### config.mk
export PLATFORM = sky130hd
export DESIGN_NAME = lcd_init_sequencer
export DESIGN_NICKNAME = d
export VERILOG_FILES = /design/src/rtl/lcd_init_sequencer.sv
export SDC_FILE = /design/constraint.sdc
export NUM_CORES = 1
export LEC_CHECK = 0
export ABC_AREA = 1
export CORE_MARGIN = 4
export CORE_UTILIZATION = 50
export CTS_CLUSTER_DIAMETER = 120
export CTS_CLUSTER_SIZE = 8
export DETAILED_ROUTE_END_ITERATION = 10
export GPL_TIMING_DRIVEN = 0
export PLACE_DENSITY = 0.84
export SETUP_SLACK_MARGIN = 0.3
export SLEW_MARGIN = 5
export SYNTH_ARGS = -nofsm -noshare
export SYNTH_HDL_FRONTEND = slang
export SYNTH_SLANG_ARGS = --single-unit
### constraint.sdc
create_clock -name clk -period 1.9 [get_ports clk]
set_input_delay 0.475 -clock clk [delete_from_list [all_inputs] [get_ports clk]]
set_output_delay 0.475 -clock clk [all_outputs]
set_load 0.05 [all_outputs]
### src/rtl/lcd_init_sequencer.sv
// ST7735 power-up sequencer: pulses the panel reset, then streams 21 commands with their parameters to the SPI byte transmitter.
// Build option INIT_DELAY_EN: real reset/delay timing when defined; every wait phase collapses to one cycle when undefined.
module lcd_init_sequencer #(
    parameter int unsigned RST_CYCLES   = 12000,
    parameter int unsigned DELAY_CYCLES = 1440000
) (
    input  logic       clk,
    input  logic       rst,
    input  logic       start,
    output logic       cmd_rd_en,
    output logic [4:0] cmd_rd_addr,
    input  logic [7:0] cmd_data,
    input  logic       cmd_valid,
    output logic       arg_rd_en,
    output logic [6:0] arg_rd_addr,
    input  logic [7:0] arg_data,
    input  logic       arg_valid,
    output logic       tx_valid,
    output logic [7:0] tx_byte,
    output logic       tx_dc,
    input  logic       tx_ready,
    output logic       lcd_rst_n,
    output logic       busy,
    output logic       done
);

`ifdef INIT_DELAY_EN
    localparam int unsigned RST_LEN = RST_CYCLES;
    localparam int unsigned DLY_LEN = DELAY_CYCLES;
`else
    localparam int unsigned RST_LEN = (RST_CYCLES < 1) ? RST_CYCLES : 1;
    localparam int unsigned DLY_LEN = (DELAY_CYCLES < 1) ? DELAY_CYCLES : 1;
`endif
    localparam logic [20:0] RST_LOAD = 21'(RST_LEN - 1);
    localparam logic [20:0] DLY_LOAD = 21'(DLY_LEN - 1);
    localparam logic [4:0]  LAST_CMD = 5'd20;

    // state     | meaning
    // IDLE/DONE | waiting for start (DONE: panel left in RAMWR)
    // RST_LO    | lcd_rst_n low;  RST_WAIT | post-reset settle
    // FETCH_*   | BRAM read strobe; WAIT_* | waiting for read valid
    // SEND_*    | byte offered to SPI;  DELAY | post SLPOUT/DISPON wait
    typedef enum logic [3:0] {
        IDLE, RST_LO, RST_WAIT, FETCH_CMD, WAIT_CMD, SEND_CMD,
        FETCH_ARG, WAIT_ARG, SEND_ARG, DELAY, DONE
    } state_t;

    state_t      state_q, state_d;
    logic [4:0]  cmd_idx_q, cmd_idx_d;
    logic [6:0]  arg_idx_q, arg_idx_d;
    logic [4:0]  arg_left_q, arg_left_d;
    logic [20:0] timer_q, timer_d;
    logic [7:0]  tx_byte_q, tx_byte_d;
    logic        done_q, done_d;
    logic        advance, step;

    function automatic logic [4:0] arg_count(input logic [4:0] idx);
        case (idx)
            5'd1, 5'd2, 5'd5:           arg_count = 5'd3;
            5'd3:                       arg_count = 5'd6;
            5'd4, 5'd6, 5'd10,
            5'd14, 5'd15:               arg_count = 5'd1;
            5'd7, 5'd8, 5'd9, 5'd13:    arg_count = 5'd2;
            5'd11, 5'd12:               arg_count = 5'd16;
            5'd18, 5'd19:               arg_count = 5'd4;
            default:                    arg_count = 5'd0;
        endcase
    endfunction

    always_ff @(posedge clk or posedge rst) begin
        if (rst) begin
            state_q    <= IDLE;
            cmd_idx_q  <= '0;
            arg_idx_q  <= '0;
            arg_left_q <= '0;
            timer_q    <= '0;
            tx_byte_q  <= '0;
            done_q     <= 1'b0;
        end else begin
            state_q    <= state_d;
            cmd_idx_q  <= cmd_idx_d;
            arg_idx_q  <= arg_idx_d;
            arg_left_q <= arg_left_d;
            timer_q    <= timer_d;
            tx_byte_q  <= tx_byte_d;
            done_q     <= done_d;
        end
    end

    always_comb begin
        state_d    = state_q;
        cmd_idx_d  = cmd_idx_q;
        arg_idx_d  = arg_idx_q;
        arg_left_d = arg_left_q;
        timer_d    = timer_q;
        tx_byte_d  = tx_byte_q;
        cmd_rd_en  = 1'b0;
        arg_rd_en  = 1'b0;
        advance    = 1'b0;
        step       = 1'b0;

        case (state_q)
            IDLE, DONE: begin
                if (start) begin
                    cmd_idx_d = '0;
                    arg_idx_d = '0;
                    timer_d   = RST_LOAD;
                    state_d   = RST_LO;
                end
            end
            RST_LO: begin
                if (timer_q == '0) begin
                    timer_d = RST_LOAD;
                    state_d = RST_WAIT;
                end else begin
                    timer_d = timer_q - 21'd1;
                end
            end
            RST_WAIT: begin
                if (timer_q == '0) state_d = FETCH_CMD;
                else               timer_d = timer_q - 21'd1;
            end
            FETCH_CMD: begin
                cmd_rd_en = 1'b1;
                state_d   = WAIT_CMD;
            end
            WAIT_CMD: begin
                if (cmd_valid) begin
                    tx_byte_d  = cmd_data;
                    arg_left_d = arg_count(cmd_idx_q);
                    state_d    = SEND_CMD;
                end
            end
            SEND_CMD: begin
                if (tx_ready) begin
                    if (arg_left_q != '0) state_d = FETCH_ARG;
                    else                  advance = 1'b1;
                end
            end
            FETCH_ARG: begin
                arg_rd_en = 1'b1;
                state_d   = WAIT_ARG;
            end
            WAIT_ARG: begin
                if (arg_valid) begin
                    tx_byte_d = arg_data;
                    state_d   = SEND_ARG;
                end
            end
            SEND_ARG: begin
                if (tx_ready) begin
                    arg_idx_d  = arg_idx_q + 7'd1;
                    arg_left_d = arg_left_q - 5'd1;
                    if (arg_left_q != 5'd1) state_d = FETCH_ARG;
                    else                    advance = 1'b1;
                end
            end
            DELAY: begin
                if (timer_q == '0) step = 1'b1;
                else               timer_d = timer_q - 21'd1;
            end
            default: state_d = IDLE;
        endcase

        // SLPOUT (0) and DISPON (17) need the panel wake-up time before the next command
        if (advance) begin
            if (cmd_idx_q == 5'd0 || cmd_idx_q == 5'd17) begin
                timer_d = DLY_LOAD;
                state_d = DELAY;
            end else begin
                step = 1'b1;
            end
        end
        if (step) begin
            if (cmd_idx_q == LAST_CMD) begin
                state_d = DONE;
            end else begin
                cmd_idx_d = cmd_idx_q + 5'd1;
                state_d   = FETCH_CMD;
            end
        end

        done_d = (state_d == DONE) && (state_q != DONE);
    end

    assign cmd_rd_addr = cmd_idx_q;
    assign arg_rd_addr = arg_idx_q;
    assign tx_valid    = (state_q == SEND_CMD) || (state_q == SEND_ARG);
    assign tx_dc       = (state_q == SEND_ARG);
    assign tx_byte     = tx_byte_q;
    assign lcd_rst_n   = (state_q != RST_LO);
    assign busy        = (state_q != IDLE) && (state_q != DONE);
    assign done        = done_q;

endmodule

; ---- Word level (Yosys, flattened, before mapping)
; Memories as Yosys holds them, arrays and structs flattened.
; Cells that the tools add are included.
; W data, S select, Z words.
[totals]
output_inout_bits = 27
n_memories = 1
mem_bits_ro = 128
reg_bits = 51
[op_classes]
n_mux = 44
n_reduce_logical = 17
n_eq_ne = 20
n_addsub = 4
[mem_list]
columns = name, depth, word_bits, read_ports, rd_ports_with_merged_regs, wr, line
row1 = (name not given), 32, 4, 1, 0, 0, 58  ; case (idx)
[ops]
columns = cell, count
row1 = $mux W21, 5
row2 = $pmux W21 S3, 1
row3 = $mux W4, 13
row4 = $pmux W4 S10, 1
row5 = $mux W5, 6
row6 = $logic_not A21 Y1, 1
row7 = $sub A21 B1 Y21 const B, 1
row8 = $eq A4 B3 Y1 const B, 4
row9 = $eq A4 B4 Y1 const B, 4
row10 = $mux W8, 2
row11 = $pmux W8 S2, 1
row12 = $mux W7, 2
row13 = $pmux W7 S2, 1
row14 = $eq A5 B5 Y1 const B, 2
row15 = $mux W1, 10
row16 = $pmux W5 S2, 1
row17 = $reduce_and A3 Y1, 3
row18 = $eq A4 B2 Y1 const B, 2
row19 = $add A7 B1 Y7 const B, 1
row20 = $ne A2 B2 Y1 const B, 3
row21 = $reduce_bool A2 Y1, 3
row22 = $add A5 B1 Y5 const B, 1
row23 = $logic_not A5 Y1, 1
row24 = $ne A5 B1 Y1 const B, 1
row25 = other kinds (12), 15

; ---- Logic depth before layout (Yosys ltp)
[depth]
word_depth = 9
ltp_mapped = 11

; ---- Least setup slack after synthesis
; No wires, ideal clock.
[synth_timing]
path_type = reg-to-reg
from = reg cmd_idx_q[0], in the netlist cmd_rd_addr[0]
to = reg cmd_idx_q[0], in the netlist cmd_rd_addr[0]
period_less_slack_ns = 2.080
stages_incl_launch_ff = 9
setup_slack_ns = -0.180
path_buffers = 0
setup_time_ns = 0.140
arrival_ns = 1.940
t_required_ns = 1.760
cell_sequence = dfrtp_1 -> inv_1 -> ha_1 -> o21ai_0 -> nand3_1 -> nand2_2 -> nand2_4 -> nand2_1 -> o21ai_2
[synth_between]
elab_chain_cells = 5
elab_cells_between_ends = 11
[synth_rtl]
columns = item, line
row1 = start: declaration, 49  ; logic [4:0] cmd_idx_q, cmd_idx_d;
row2 = start signal: assignment, 81  ; cmd_idx_q <= cmd_idx_d;
row3 = "parallel branches: the longest is 4 deep, another holds $add A5 B1 Y5", n/a
row4 = $mux W5 (*), 174  ; if (step) begin
row5 = via cmd_idx_d[0], 49
; Mark *: on every way through the listed nets, which the timed path passes.
; A chain may end at the register's enable or synchronous reset.

; ---- Worst setup path in the final report
[layout_timing]
from = reg state_q[0]
to = out tx_valid
[layout_between]
elab_chain_cells = 2
elab_cells_between_ends = 3
[layout_rtl]
columns = item, line
row1 = start: declaration, 48  ; state_t state_q, state_d;
row2 = start signal: assignment, 80  ; state_q <= state_d;
row3 = $eq A4 B3 Y1 / $eq A4 B4 Y1 (equally long branches), 188  ; assign tx_valid = (state_q == SEND_CMD) || (state_q == SEND_ARG);
row4 = $logic_or A1 B1 Y1 (*), 188
row5 = end: declaration, 18  ; output logic tx_valid,
; Mark *: on every way between the ends. The rest lies on a longest branch, timed or not.

==> flow_summary.yaml <==
power_and_ir_drop:
  peakVddDrop_uv: 948
  powerDensity_nw_per_um2: 1690
  power_leakage_nw: 2.51
layout:
  n_antenna_cell: 0
  drive_above_1_share_pct: 36.8
  num-nets-final: 660
  area_delta_synth_final_pct: 43.5
  instances_no_fill: 723
global_route:
  grt_pass1_wl_mm: 17.2
  gr-usage-all-layers_pct: 24.2
  grt_overflow: 0
  first_global_vias: 3836
  antenna_found_initial: 0
  grt_max_degree: 52
synthesis:
  ys_ff_latch: 51
  synth_top_area_share_pct: 35.0
  syn_area_sq_um: 3650
  synth_nets: 552
  syn_inst: 518
  ys.flop_type: "dfrtp_1"
  synth_edf_count: 0
  syn_avg_cell_area_sq_um: 7.04
  ys_top_cells_by_area: "dfrtp_1 35%, nand2_1 14%, nor2_1 6.6%"
  yosysWarningCount: 0
  yosysTopAreaCell: "dfrtp_1"
  yosysSeqAreaShare_pct: 35.0
  synthArstFlopShare_pct: 100
  synth.distinct_cells: 40
worst_setup_path:
  crit_path_end_kind: "output port"
  path_max_fanout: 5
  start_kind: "register"
  criticalPathCategory: "reg -> out"
  cp-startpoint: "state_q[0]"
  timing.rr.start: "state_q[1]"
  crit_arrival_ps: 1460
  cp.required_ps: 1420
  worstRegToRegCells: 11
die:
  die_w_um: 93.4
  fp.coreArea_sq_um: 6940
  die_area_sq_um: 8730
  die_h_um: 93.4
  initial_core_util_pct: 52.5
  ios: 49
  rows: 30
clocking:
  cts_root_buffer: "clkbuf_8"
  clk_path_buf_depth: 2
  insertion_delay_ps: 330
  path_clk_slew_ps: 120
  htreeDepth: 2
  cts.sinks: 51
  numCtsBuffers: 5
  cts_tree: "yes"
  cts_hold_buffers: 0
timing:
  worst_pin_slew_ps: 652
  hold_violations: 0
  fin_setup_tns_ps: -54.5
  fin_crit_ps: 1930
  setup_viol: 4
  relSlewSlack_pct: 56.4
  finalWorstSetupSlack_ps: -33.2
  rsz0062_at_grt: "true"
  fmax_mhz: 517
  finalCritPeriodShare_pct: 102
  skew_ps: 23.0
  finalMaxSlewViolations: 0
route:
  wire_per_inst_um: 16.5
  drcViolationCount: 0
  ant_nets: 0
  num_vias: 4051
  drtIter0Drc: 310
  first_pass_iters: 5
  via_per_inst: 5.60
  wl_mm: 11.9
placed_design:
  dp_hpwl_mm: 6.85
  io_buffers: 48
  place_inst: 662
  preCtsSetupSlack_ps: -447
  gp_congestion: 0.867
job:
  drv_cap: 0
hold_path:
  hold_class: "reg -> reg"
  hold_depth: 2
  min_from: "timer_q[20]"
outcome:
  violations: "negative setup slack"
  status: "finished, violations left"
power breakdown:
part	leakage, nW	switching [W]	internal, W
Sequential	0.654	0.000344	0.00143
Combinational	1.81	0.00388	0.00250
Clock	0.0452	0.000433	0.000270
Total	2.51	0.00466	0.00419
cell usage in the layout, fill, tap and decap left out, types with 3 or more instances in the layout:
cell type and instances:
a21oi_1 4, a21oi_2 15, a31oi_1 10, buf_2 11
buf_4 39, buf_6 21, buf_8 5, clkbuf_8 5
clkdlybuf4s15_2 10, clkdlybuf4s50_1 21, clkinvlp_4 4, dfrtp_1 43
dfrtp_2 7, ha_1 9, ha_4 3, inv_1 49
inv_2 13, inv_4 4, inv_6 3, nand2_1 115
nand2_2 17, nand2_4 12, nand3_1 42, nand3_2 5
nand3_4 3, nand4_1 10, nor2_1 45, nor2_2 15
nor2_4 17, o211ai_1 4, o21a_1 3, o21ai_0 22
o21ai_1 4, o21ai_2 8, xor2_1 7
worst max-delay path, stage by stage (launching register included):
cell and delay (ps):
dfrtp_1 470, inv_2 130, nor2_4 210, nand2_4 110
nand2_4 80, buf_8 140
registers in the layout, summed over array words and instances (netlist names):
signal / cells
timer_q: 21
arg_left_q: 5
arg_rd_addr: 7
tx_byte: 8
state_q: 4
done: 1
cmd_rd_addr: 5
metal layers:
layer | track usage, % | share of wire [%] | wire length, um
met3 | 3.94 | 6.9 | 827
met4 | 9.40 | 3.0 | 358
met5 | 0 | 0 | 0
met1 | 29.2 | 38 | 4560
met2 | 42.9 | 52 | 6190
area by class of cell:
type | count | area [sq um]
clock buffer | 5 | 68.8
timing repair inverter | 1 | 7.51
sequential | 51 | 1290
fill | 463 | 1710
timing repair buffer | 100 | 923
inverter | 70 | 298
buffer | 10 | 93.8
tap | 96 | 120
clock inverter | 3 | 25.0
multi-input combinational | 387 | 2410
timing repair:
item | in CTS | in global routing
setup endpoints to repair | 75 | 73
pin swaps | 14 | 27
cloned | 1 | 2
setup buffers | 24 | 26
gates resized for setup | 173 | 91
final timing paths:
check	end	slack (ps)
setup / recovery	tx_valid	-30
min in group asynchronous	timer_q[11]	760
max in group asynchronous	timer_q[4]	710
setup reg to reg	state_q[0]	0
hold / removal	timer_q[20]	560
hold reg to reg	timer_q[20]	560
through the flow:
step	hold slack [ps]	cell area [sq um]	power (W)	utilization [%]
final	561	5240	0.00885	75.4
after global routing	580	5240	0.00942	75.4
after CTS	545	4760	0.00770	68.5
after detailed placement	515	4310	0.00633	62.1
after global placement	503	4310	0.00619	62.1
after floorplan	485	3710	0.00519	-
cell families (layout without fill, tap and decap cells):
family / after synthesis / in the layout / synth area share, %
AOI/OAI and AO/OA: 78 / 78 / 12.6
and+or+nand+nor: 289 / 289 / 36.6
xor gates and xnor gates: 8 / 8 / 1.92
buffers and inverters: 80 / 189 / 9.77
DFF: 51 / 51 / 35.0
adders and majority gates: 12 / 12 / 4.12
synthesized netlist by cell type (2+ instances only):
library cell  instances
a21oi_1              17
a21oi_2               2
a31oi_1              10
buf_2                 4
buf_6                 5
dfrtp_1              51
ha_1                 12
inv_1                63
inv_2                 5
nand2_1             137
nand2_2               6
nand2_4               3
nand3_1              47
nand3_4               2
nand4_1              10
nor2_1               64
nor2_2                6
nor2_4                7
nor3_1                2
o211ai_1              4
o21a_1                3
o21ai_0              31
o21ai_1               3
o21ai_2               2
xor2_1                7
Power figures use the tool's default switching activity.
